--- src/rtl/axi_line_master.sv ---
// rtl/axi_line_master.sv - AXI4 burst master serving one line read or write per client request
module axi_line_master #(
    parameter  int ID_W      = 4,
    parameter  int ADDR_W    = 32,
    parameter  int DATA_W    = 32,
    parameter  int MAX_BEATS = 4,
    parameter  int MASTER_ID = 0,
    localparam int LW        = (MAX_BEATS > 1) ? $clog2(MAX_BEATS) : 1,
    localparam int SW        = DATA_W / 8,
    localparam int LINE_W    = MAX_BEATS * DATA_W
) (
    input  logic              ACLK,
    input  logic              ARESETn,
    input  logic              req_valid,
    output logic              req_ready,
    input  logic              req_write,
    input  logic [ADDR_W-1:0] req_addr,
    input  logic [LW-1:0]     req_len,
    input  logic [SW-1:0]     req_wstrb,
    input  logic [LINE_W-1:0] req_wdata,
    output logic              rsp_valid,
    output logic              rsp_err,
    output logic [LINE_W-1:0] rsp_rdata,
    output logic              busy,
    output logic [ID_W-1:0]   ARID,
    output logic [ADDR_W-1:0] ARADDR,
    output logic [3:0]        ARLEN,
    output logic [2:0]        ARSIZE,
    output logic [1:0]        ARBURST,
    output logic              ARVALID,
    input  logic              ARREADY,
    input  logic [ID_W-1:0]   RID,
    input  logic [DATA_W-1:0] RDATA,
    input  logic [1:0]        RRESP,
    input  logic              RLAST,
    input  logic              RVALID,
    output logic              RREADY,
    output logic [ID_W-1:0]   AWID,
    output logic [ADDR_W-1:0] AWADDR,
    output logic [3:0]        AWLEN,
    output logic [2:0]        AWSIZE,
    output logic [1:0]        AWBURST,
    output logic              AWVALID,
    input  logic              AWREADY,
    output logic [DATA_W-1:0] WDATA,
    output logic [SW-1:0]     WSTRB,
    output logic              WLAST,
    output logic              WVALID,
    input  logic              WREADY,
    input  logic [ID_W-1:0]   BID,
    input  logic [1:0]        BRESP,
    input  logic              BVALID,
    output logic              BREADY
);

    localparam logic [2:0]      AX_SIZE = 3'($clog2(SW));
    localparam logic [ID_W-1:0] MID     = ID_W'(MASTER_ID);

    typedef enum logic [2:0] {S_IDLE, S_AR, S_R, S_AW, S_W, S_B, S_RESP} state_t;

    state_t              state_q, state_d;
    logic                req_ready_q, req_ready_d, busy_q, busy_d;
    logic                write_q, write_d, err_q, err_d, drop_q, drop_d;
    logic [LW-1:0]       len_q, len_d;
    logic [LW:0]         beat_q, beat_d;
    logic [SW-1:0]       wstrb_q, wstrb_d;
    logic [LINE_W-1:0]   line_q, line_d, rsp_rdata_q, rsp_rdata_d;
    logic [ADDR_W-1:0]   ax_addr_q, ax_addr_d;
    logic [3:0]          ax_len_q, ax_len_d;
    logic [2:0]          ax_size_q, ax_size_d;
    logic [1:0]          ax_burst_q, ax_burst_d;
    logic [ID_W-1:0]     ax_id_q, ax_id_d;
    logic                arvalid_q, arvalid_d, awvalid_q, awvalid_d, rready_q, rready_d;
    logic                wvalid_q, wvalid_d, wlast_q, wlast_d, bready_q, bready_d;
    logic [DATA_W-1:0]   wdata_q, wdata_d;
    logic                rsp_valid_q, rsp_valid_d, rsp_err_q, rsp_err_d;

    always_comb begin
        state_d     = state_q;
        write_d     = write_q;
        err_d       = err_q;
        drop_d      = drop_q;
        len_d       = len_q;
        beat_d      = beat_q;
        wstrb_d     = wstrb_q;
        line_d      = line_q;
        rsp_rdata_d = rsp_rdata_q;
        ax_addr_d   = ax_addr_q;
        ax_len_d    = ax_len_q;
        ax_size_d   = ax_size_q;
        ax_burst_d  = ax_burst_q;
        ax_id_d     = ax_id_q;
        arvalid_d   = arvalid_q;
        awvalid_d   = awvalid_q;
        rready_d    = rready_q;
        wvalid_d    = wvalid_q;
        wlast_d     = wlast_q;
        wdata_d     = wdata_q;
        bready_d    = bready_q;
        case (state_q)
            S_IDLE: begin
                if (req_valid && req_ready_q) begin
                    write_d    = req_write;
                    len_d      = req_len;
                    wstrb_d    = req_wstrb;
                    // Reads start from the last returned line so untouched slots persist.
                    line_d     = req_write ? req_wdata : rsp_rdata_q;
                    beat_d     = '0;
                    err_d      = 1'b0;
                    drop_d     = 1'b0;
                    ax_addr_d  = req_addr;
                    ax_len_d   = 4'(req_len);
                    ax_size_d  = AX_SIZE;
                    ax_burst_d = 2'b01;
                    ax_id_d    = MID;
                    if (req_write) begin
                        awvalid_d = 1'b1;
                        state_d   = S_AW;
                    end else begin
                        arvalid_d = 1'b1;
                        state_d   = S_AR;
                    end
                end
            end
            S_AR: begin
                if (ARREADY) begin
                    arvalid_d = 1'b0;
                    rready_d  = 1'b1;
                    state_d   = S_R;
                end
            end
            S_R: begin
                if (RVALID) begin
                    if (!drop_q) begin
                        for (int k = 0; k < MAX_BEATS; k++) begin
                            if (beat_q == (LW+1)'(k)) line_d[k*DATA_W +: DATA_W] = RDATA;
                        end
                        beat_d = beat_q + 1'b1;
                        if (RRESP != 2'b00 || RID != MID) err_d = 1'b1;
                        if (RLAST) begin
                            if (beat_q != {1'b0, len_q}) err_d = 1'b1;
                            rready_d = 1'b0;
                            state_d  = S_RESP;
                        end else if (beat_q == {1'b0, len_q}) begin
                            // Slave overran the burst: swallow beats until its RLAST.
                            err_d  = 1'b1;
                            drop_d = 1'b1;
                        end
                    end else if (RLAST) begin
                        rready_d = 1'b0;
                        state_d  = S_RESP;
                    end
                end
            end
            S_AW: begin
                if (AWREADY) begin
                    awvalid_d = 1'b0;
                    wvalid_d  = 1'b1;
                    wdata_d   = line_q[0 +: DATA_W];
                    wlast_d   = (len_q == '0);
                    state_d   = S_W;
                end
            end
            S_W: begin
                if (WREADY) begin
                    if (wlast_q) begin
                        wvalid_d = 1'b0;
                        wlast_d  = 1'b0;
                        bready_d = 1'b1;
                        state_d  = S_B;
                    end else begin
                        beat_d = beat_q + 1'b1;
                        for (int k = 0; k < MAX_BEATS; k++) begin
                            if (beat_d == (LW+1)'(k)) wdata_d = line_q[k*DATA_W +: DATA_W];
                        end
                        wlast_d = (beat_d == {1'b0, len_q});
                    end
                end
            end
            S_B: begin
                if (BVALID) begin
                    if (BRESP != 2'b00 || BID != MID) err_d = 1'b1;
                    bready_d = 1'b0;
                    state_d  = S_RESP;
                end
            end
            S_RESP:  state_d = S_IDLE;
            default: state_d = S_IDLE;
        endcase
        req_ready_d = (state_d == S_IDLE);
        busy_d      = (state_d != S_IDLE);
        rsp_valid_d = (state_d == S_RESP);
        rsp_err_d   = (state_d == S_RESP) && err_d;
        if (state_d == S_RESP && state_q != S_RESP && !write_q) rsp_rdata_d = line_d;
    end

    always_ff @(posedge ACLK or negedge ARESETn) begin
        if (!ARESETn) begin
            state_q     <= S_IDLE;
            req_ready_q <= 1'b0;
            busy_q      <= 1'b0;
            write_q     <= 1'b0;
            err_q       <= 1'b0;
            drop_q      <= 1'b0;
            len_q       <= '0;
            beat_q      <= '0;
            wstrb_q     <= '0;
            line_q      <= '0;
            rsp_rdata_q <= '0;
            ax_addr_q   <= '0;
            ax_len_q    <= '0;
            ax_size_q   <= '0;
            ax_burst_q  <= '0;
            ax_id_q     <= '0;
            arvalid_q   <= 1'b0;
            awvalid_q   <= 1'b0;
            rready_q    <= 1'b0;
            wvalid_q    <= 1'b0;
            wlast_q     <= 1'b0;
            wdata_q     <= '0;
            bready_q    <= 1'b0;
            rsp_valid_q <= 1'b0;
            rsp_err_q   <= 1'b0;
        end else begin
            state_q     <= state_d;
            req_ready_q <= req_ready_d;
            busy_q      <= busy_d;
            write_q     <= write_d;
            err_q       <= err_d;
            drop_q      <= drop_d;
            len_q       <= len_d;
            beat_q      <= beat_d;
            wstrb_q     <= wstrb_d;
            line_q      <= line_d;
            rsp_rdata_q <= rsp_rdata_d;
            ax_addr_q   <= ax_addr_d;
            ax_len_q    <= ax_len_d;
            ax_size_q   <= ax_size_d;
            ax_burst_q  <= ax_burst_d;
            ax_id_q     <= ax_id_d;
            arvalid_q   <= arvalid_d;
            awvalid_q   <= awvalid_d;
            rready_q    <= rready_d;
            wvalid_q    <= wvalid_d;
            wlast_q     <= wlast_d;
            wdata_q     <= wdata_d;
            bready_q    <= bready_d;
            rsp_valid_q <= rsp_valid_d;
            rsp_err_q   <= rsp_err_d;
        end
    end

    assign req_ready = req_ready_q;
    assign busy      = busy_q;
    assign rsp_valid = rsp_valid_q;
    assign rsp_err   = rsp_err_q;
    assign rsp_rdata = rsp_rdata_q;
    assign ARID      = ax_id_q;
    assign ARADDR    = ax_addr_q;
    assign ARLEN     = ax_len_q;
    assign ARSIZE    = ax_size_q;
    assign ARBURST   = ax_burst_q;
    assign ARVALID   = arvalid_q;
    assign RREADY    = rready_q;
    assign AWID      = ax_id_q;
    assign AWADDR    = ax_addr_q;
    assign AWLEN     = ax_len_q;
    assign AWSIZE    = ax_size_q;
    assign AWBURST   = ax_burst_q;
    assign AWVALID   = awvalid_q;
    assign WDATA     = wdata_q;
    assign WSTRB     = wstrb_q;
    assign WLAST     = wlast_q;
    assign WVALID    = wvalid_q;
    assign BREADY    = bready_q;

endmodule

--- config.mk ---
export PLATFORM = sky130hd
export DESIGN_NAME = axi_line_master
export DESIGN_NICKNAME = d
export VERILOG_FILES = /design/src/rtl/axi_line_master.sv
export SDC_FILE = /design/constraint.sdc
export NUM_CORES = 1
export LEC_CHECK = 0
export ABC_CLOCK_PERIOD_IN_PS = 2800
export CAP_MARGIN = 10
export CORE_ASPECT_RATIO = 2
export CORE_UTILIZATION = 49
export CTS_CLUSTER_DIAMETER = 120
export CTS_CLUSTER_SIZE = 8
export DETAILED_ROUTE_END_ITERATION = 7
export PLACE_DENSITY = 0.81
export REMOVE_ABC_BUFFERS = 1
export SYNTH_ARGS = -nofsm -noshare
export SYNTH_HDL_FRONTEND = slang
export SYNTH_SLANG_ARGS = --single-unit
--- constraint.sdc ---
create_clock -name ACLK -period 2.8 [get_ports ACLK]
set_input_delay 0.84 -clock ACLK [delete_from_list [all_inputs] [get_ports ACLK]]
set_output_delay 0.84 -clock ACLK [all_outputs]
set_load 0.05 [all_outputs]
======== Word-level counts from Yosys, hierarchy flattened ========
Index checks and enable logic that the tools add are counted.
word-level totals
  register bits after elaboration ......... 346
  word-level logic and storage cells ...... 159
cells by class
  add/subtract/negate cells ............... 1
  equal/unequal tests ..................... 29
  multiplexer cells ....................... 73
  reductions and logical operators ........ 34
operators with widths
  kind                                           number
  2-to-1 mux 128 bit                             4
  2-to-1 mux 32 bit                              11
  one-hot mux 128 bit (2 select lines)           1
  one-hot mux 32 bit (2 select lines)            1
  2-to-1 mux 3 bit                               13
  2-to-1 mux 1 bit                               32
  inequality test 2 bit, second input constant   12
  AND reduction 4 bit                            5
  == test 3 x 2 -> 1 bit, second input constant  6
  one-hot mux 3 bit (6 select lines)             1
  nonzero test 2 bit                             8
  one-hot mux 1 bit (2 select lines)             7
  zero test 3 bit                                4
  == test 3 x 1 -> 1 bit, second input constant  3
  == test 3 bit, second input constant           3
  one-hot mux 3 bit (3 select lines)             1
  nonzero test 4 bit                             2
  == test 3 x 2 -> 1 bit                         2
  AND reduction 3 bit                            2
  AND reduction 6 bit                            1
  nonzero test 3 bit                             2
  inequality test 5 bit, second input constant   1
  AND reduction 5 bit                            1
  logical AND 1 bit                              4
  9 further kinds                                10

======== Longest topological paths before layout ========
  word-level depth ........................ 9
  mapped depth ............................ 10
  mapped depth without buffers ............ 7

======== Least setup slack after synthesis ========
Ideal clock, no wire load.
  path type ............................... input to register
  start ................................... input req_valid
  end ..................................... register rsp_rdata_q[100], in the netlist rsp_rdata[100]
  setup time .............................. 125 ps
  arrival time ............................ 2,359 ps
  slack ................................... 316 ps
  stages .................................. 7
  path buffers ............................ 2
  cell sequence ........................... nand2_1 nor4_4 a21boi_2 nor4_2 buf_2 buf_6 mux2_2
between the ends
  word-level cells in the longest chain between the ends .. 6
  elaborated cells between the ends (all ways) .. 8
RTL lines
  item                                RTL line  RTL
  from (decl)                         14        input logic req_valid,
  logical AND 1 bit (*)               102       if (req_valid && req_ready_q) begin
  2-to-1 mux 3 bit                    102
  one-hot mux 3 bit (6 select lines)  100       case (state_q)
  == test 3 bit                       194       if (state_d == S_RESP && state_q != S_RESP && !write_q) rsp_rdata_d = line_d;
  logical AND 1 bit (2 in a row)      194
  to (signal assigned)                235       rsp_rdata_q <= rsp_rdata_d;
  to (decl)                           67        logic [LINE_W-1:0] line_q, line_d, rsp_rdata_q, rsp_rdata_d;
Mark *: on every way between the ends. The rest lies on a longest branch, timed or not.
A chain may end at the register's enable or synchronous reset.

======== Worst setup path in the final report ========
  start ................................... register ax_addr_q[21], in the netlist ARADDR[21]
  end ..................................... output ARADDR[21]
RTL lines
  item                    RTL line  RTL
  from (decl)             68        logic [ADDR_W-1:0] ax_addr_q, ax_addr_d;
  from (signal assigned)  236       ax_addr_q <= ax_addr_d;
  to (decl)               26        output logic [ADDR_W-1:0] ARADDR,
No word-level cell between the ends.

==> reports/results.ini <==
[setup_path]
crit_fanout = 3
cp.required_ns = 1.96
arrival_ns = 1.91
cpPeakStageDelay_ns = 0.98
r2r_cells = 7
worstSetupEndpointType = output pin
critical_path_class = register to output pin
cp-start-kind = register
path_buf_inv = 1
reg2reg_to = rsp_rdata[37]
critPathSlowestCell = clkdlybuf4s50_1
path_delay_family = buffers and inverters
path_depth = 1
path_cells = clkdlybuf4s50_1
reg2reg_slack_ns = 0.34
worst_r2r_startpoint = state_q[1]

[clock_network]
cts_root_buffer = clkbuf_16
clock-sinks = 346
clkLatencyLatePin_ns = 0.56
cts_hold_buffers = 0
clockBufferDepth = 3
cts.clk_slew.worst_paths_ns = 0.05
cts_tree = yes
numCtsBuffers = 49
h-tree-depth = 2

[final_layout]
layoutNonFillerInstCount = 2547
fin_nets = 2319
drive_gt1_share_pct = 15.34
syn_to_final_growth_pct = 39.50

[placed_design]
dp_hpwl_mm = 43.24
gp_congestion = 0.9244
dp_worst_setup_slack_ns = -0.2408
dp.cells = 2490
numPortBuffers = 465

[grt]
grt_pass1_wl_mm = 93.28
grt_pass1_vias = 16240
grt-ovfl-total = 0
grt_max_degree = 70
track_usage_pct = 33.61
antenna_found_initial = 5

[routing]
wirelength_met1_mm = 20.36
met3_length_mm = 3.861
wl_met2_mm = 31.70
wl_mm = 61.22
drt-pass1-iter-count = 5
drt-initial-drc-count = 842
wl_per_cell_um = 24.03
via_count = 15440
highest_layer = met5
drtAntennaViolNets = 0
viasPerCell = 6.061
drcViolationCount = 0

[sta]
rsz0062_at_grt = no
final_max_slew_viol_count = 0
hold_violations = 0
skew_ns = 0.01443
whs_ns = 0.2241
setup_viol = 0
slew_headroom_pct = 50.30
finalCritPeriodShare_pct = 98.07
fmax_mhz = 364.2
worst_pin_slew_ns = 0.7431
fin_crit_ns = 2.746
setup_ws_ns = 0.05395

[status]
status = completed

[pwr]
total_power_uw = 32150
netSwitchingFraction_pct = 47.14
p_leak_uw = 0.01110
switchingPower_uw = 15150
clkPwrFrac_pct = 16.4
p_int_uw = 16990
p_comb_share_pct = 55.9
powerDensity_mw_per_mm2 = 1301
vdd.ir_drop.worst_mv = 0.9309
p_seq_share_pct = 27.8

[logic_synthesis]
ys.flop_type = dfrtp_1
synth_edf_count = 0
syn_area_mm2 = 0.01771
yosysWarnings = 0
ys_seq_elements = 346
synth_commonest_cells = dfrtp_1 (346), nand2_1 (322), mux2i_1 (287), mux2_2 (133), o221ai_1 (126)
netlist_instances = 1624
synth-xor-area-share_pct = 0.09893
synth_top_family_by_area = multiplexers
synthArstFlopShare_pct = 100.0
syn_avg_cell_area_um2 = 10.90
synth_compound_area_share_pct = 10.38
yosys.area_share.simple_pct = 9.674
synth_fa_ha_area_share_pct = 0.5653
yosysUniqueCellTypes = 48
ys_seq_area_share_pct = 48.90
synth_top_area_share_pct = 48.90
yosysMostFrequentCell = dfrtp_1
synth.area.mux_share_pct = 24.68
yosysTopAreaCell = dfrtp_1
synth.area.top_cells = dfrtp_1 (49%), mux2i_1 (16%), mux2_2 (8.5%)

[die]
die_h_um = 270.8
ios = 484
die_w_um = 136.4
dieArea_mm2 = 0.03695
core-area_mm2 = 0.03568
num_rows = 98
start_util_pct = 49.62

[flow_run]
drv_cap = 0

[min_path]
hp-class = input pin to asynchronous set/reset pin

## worst max path at each step
stage | to | from
4_1_cts | rsp_rdata[36] | rsp_rdata[36]
5_1_grt | rsp_rdata[40] | rsp_rdata[40]
6_report | ARADDR[21] | ARADDR[21]
2_1_floorplan | rsp_rdata[0] | req_valid
3_5_place_dp | rsp_rdata[9] | RVALID
3_3_place_gp | rsp_rdata[31] | BVALID
## state kept, by name, indices dropped and copies added, names as in the netlist, 2 cells and up
register   cells
ARLEN          2
beat_q         3
state_q        3
WSTRB          4
WDATA         32
rsp_rdata    128
ARADDR        32
line_q       128
## logic make-up (layout without fill, tap and decap cells)
family | after synthesis | in the layout
AOI/OAI and AO/OA | 254 | 254
xor gates and xnor gates | 2 | 2
adders and majority gates | 8 | 8
buffers and inverters | 191 | 643
DFF | 346 | 346
muxes | 420 | 420
other | 1 | 22
and+or+nand+nor | 402 | 402
## repair_timing
| action | CTS | global route |
|---|---|---|
| endpoints found under the setup margin | 0 | 1 |
| buffers inserted | 0 | 0 |
| endpoints found under the hold margin | 0 | 0 |
| gates resized for setup | 0 | 1 |
## per-stage QoR
step | utilization, % | TNS (ns) | instance area (um2)
after floorplan | - | -1664.66 | 16800
after global placement | 65.57 | -22.44 | 23390
after detailed placement | 65.57 | -27.02 | 23390
after CTS | 69.19 | 0 | 24690
after global routing | 69.23 | 0 | 24700
final | 69.23 | 0 | 24700
## layout make-up
cell class              instances  area [um2]
well taps                     450       563.0
multi-input cells            1104        8197
clock buffers                  51        1276
diodes                          4       10.01
clock inverters                 2       17.52
flip-flops and latches        346        8658
fillers                      2604       10980
inverters                      10       37.54
repair buffers                580        5942
## per-layer routing
metal	global-route usage, %	vias to the layer above
met4	28.30	2
li1	-	6711
met3	5.602	258
met5	0	-
met1	35.21	7642
met2	57.51	825
## placed cells by master, fill, tap and decap left out, drive strengths merged, types with 13 or more instances in the layout
cell type	count
clkbuf	52
dfrtp	346
clkdlybuf4s50	462
nand2b	36
buf	116
mux2i	287
nand2	322
o221ai	126
conb	18
mux2	133
o22ai	32
nor2	13
o21ai	74
## power groups by stage
| stage | sequential, uW | combinational, uW | clock [uW] |
|---|---|---|---|
| detailed placement | 8940 | 17800 | 0 |
| global placement | 8830 | 17400 | 0 |
| floorplan | 13500 | 5620 | 0 |
| finish | 8920 | 18000 | 5260 |
| global route | 9130 | 18900 | 5500 |
| CTS | 8890 | 17900 | 5310 |
No activity file was read; power rests on OpenSTA's default activity.
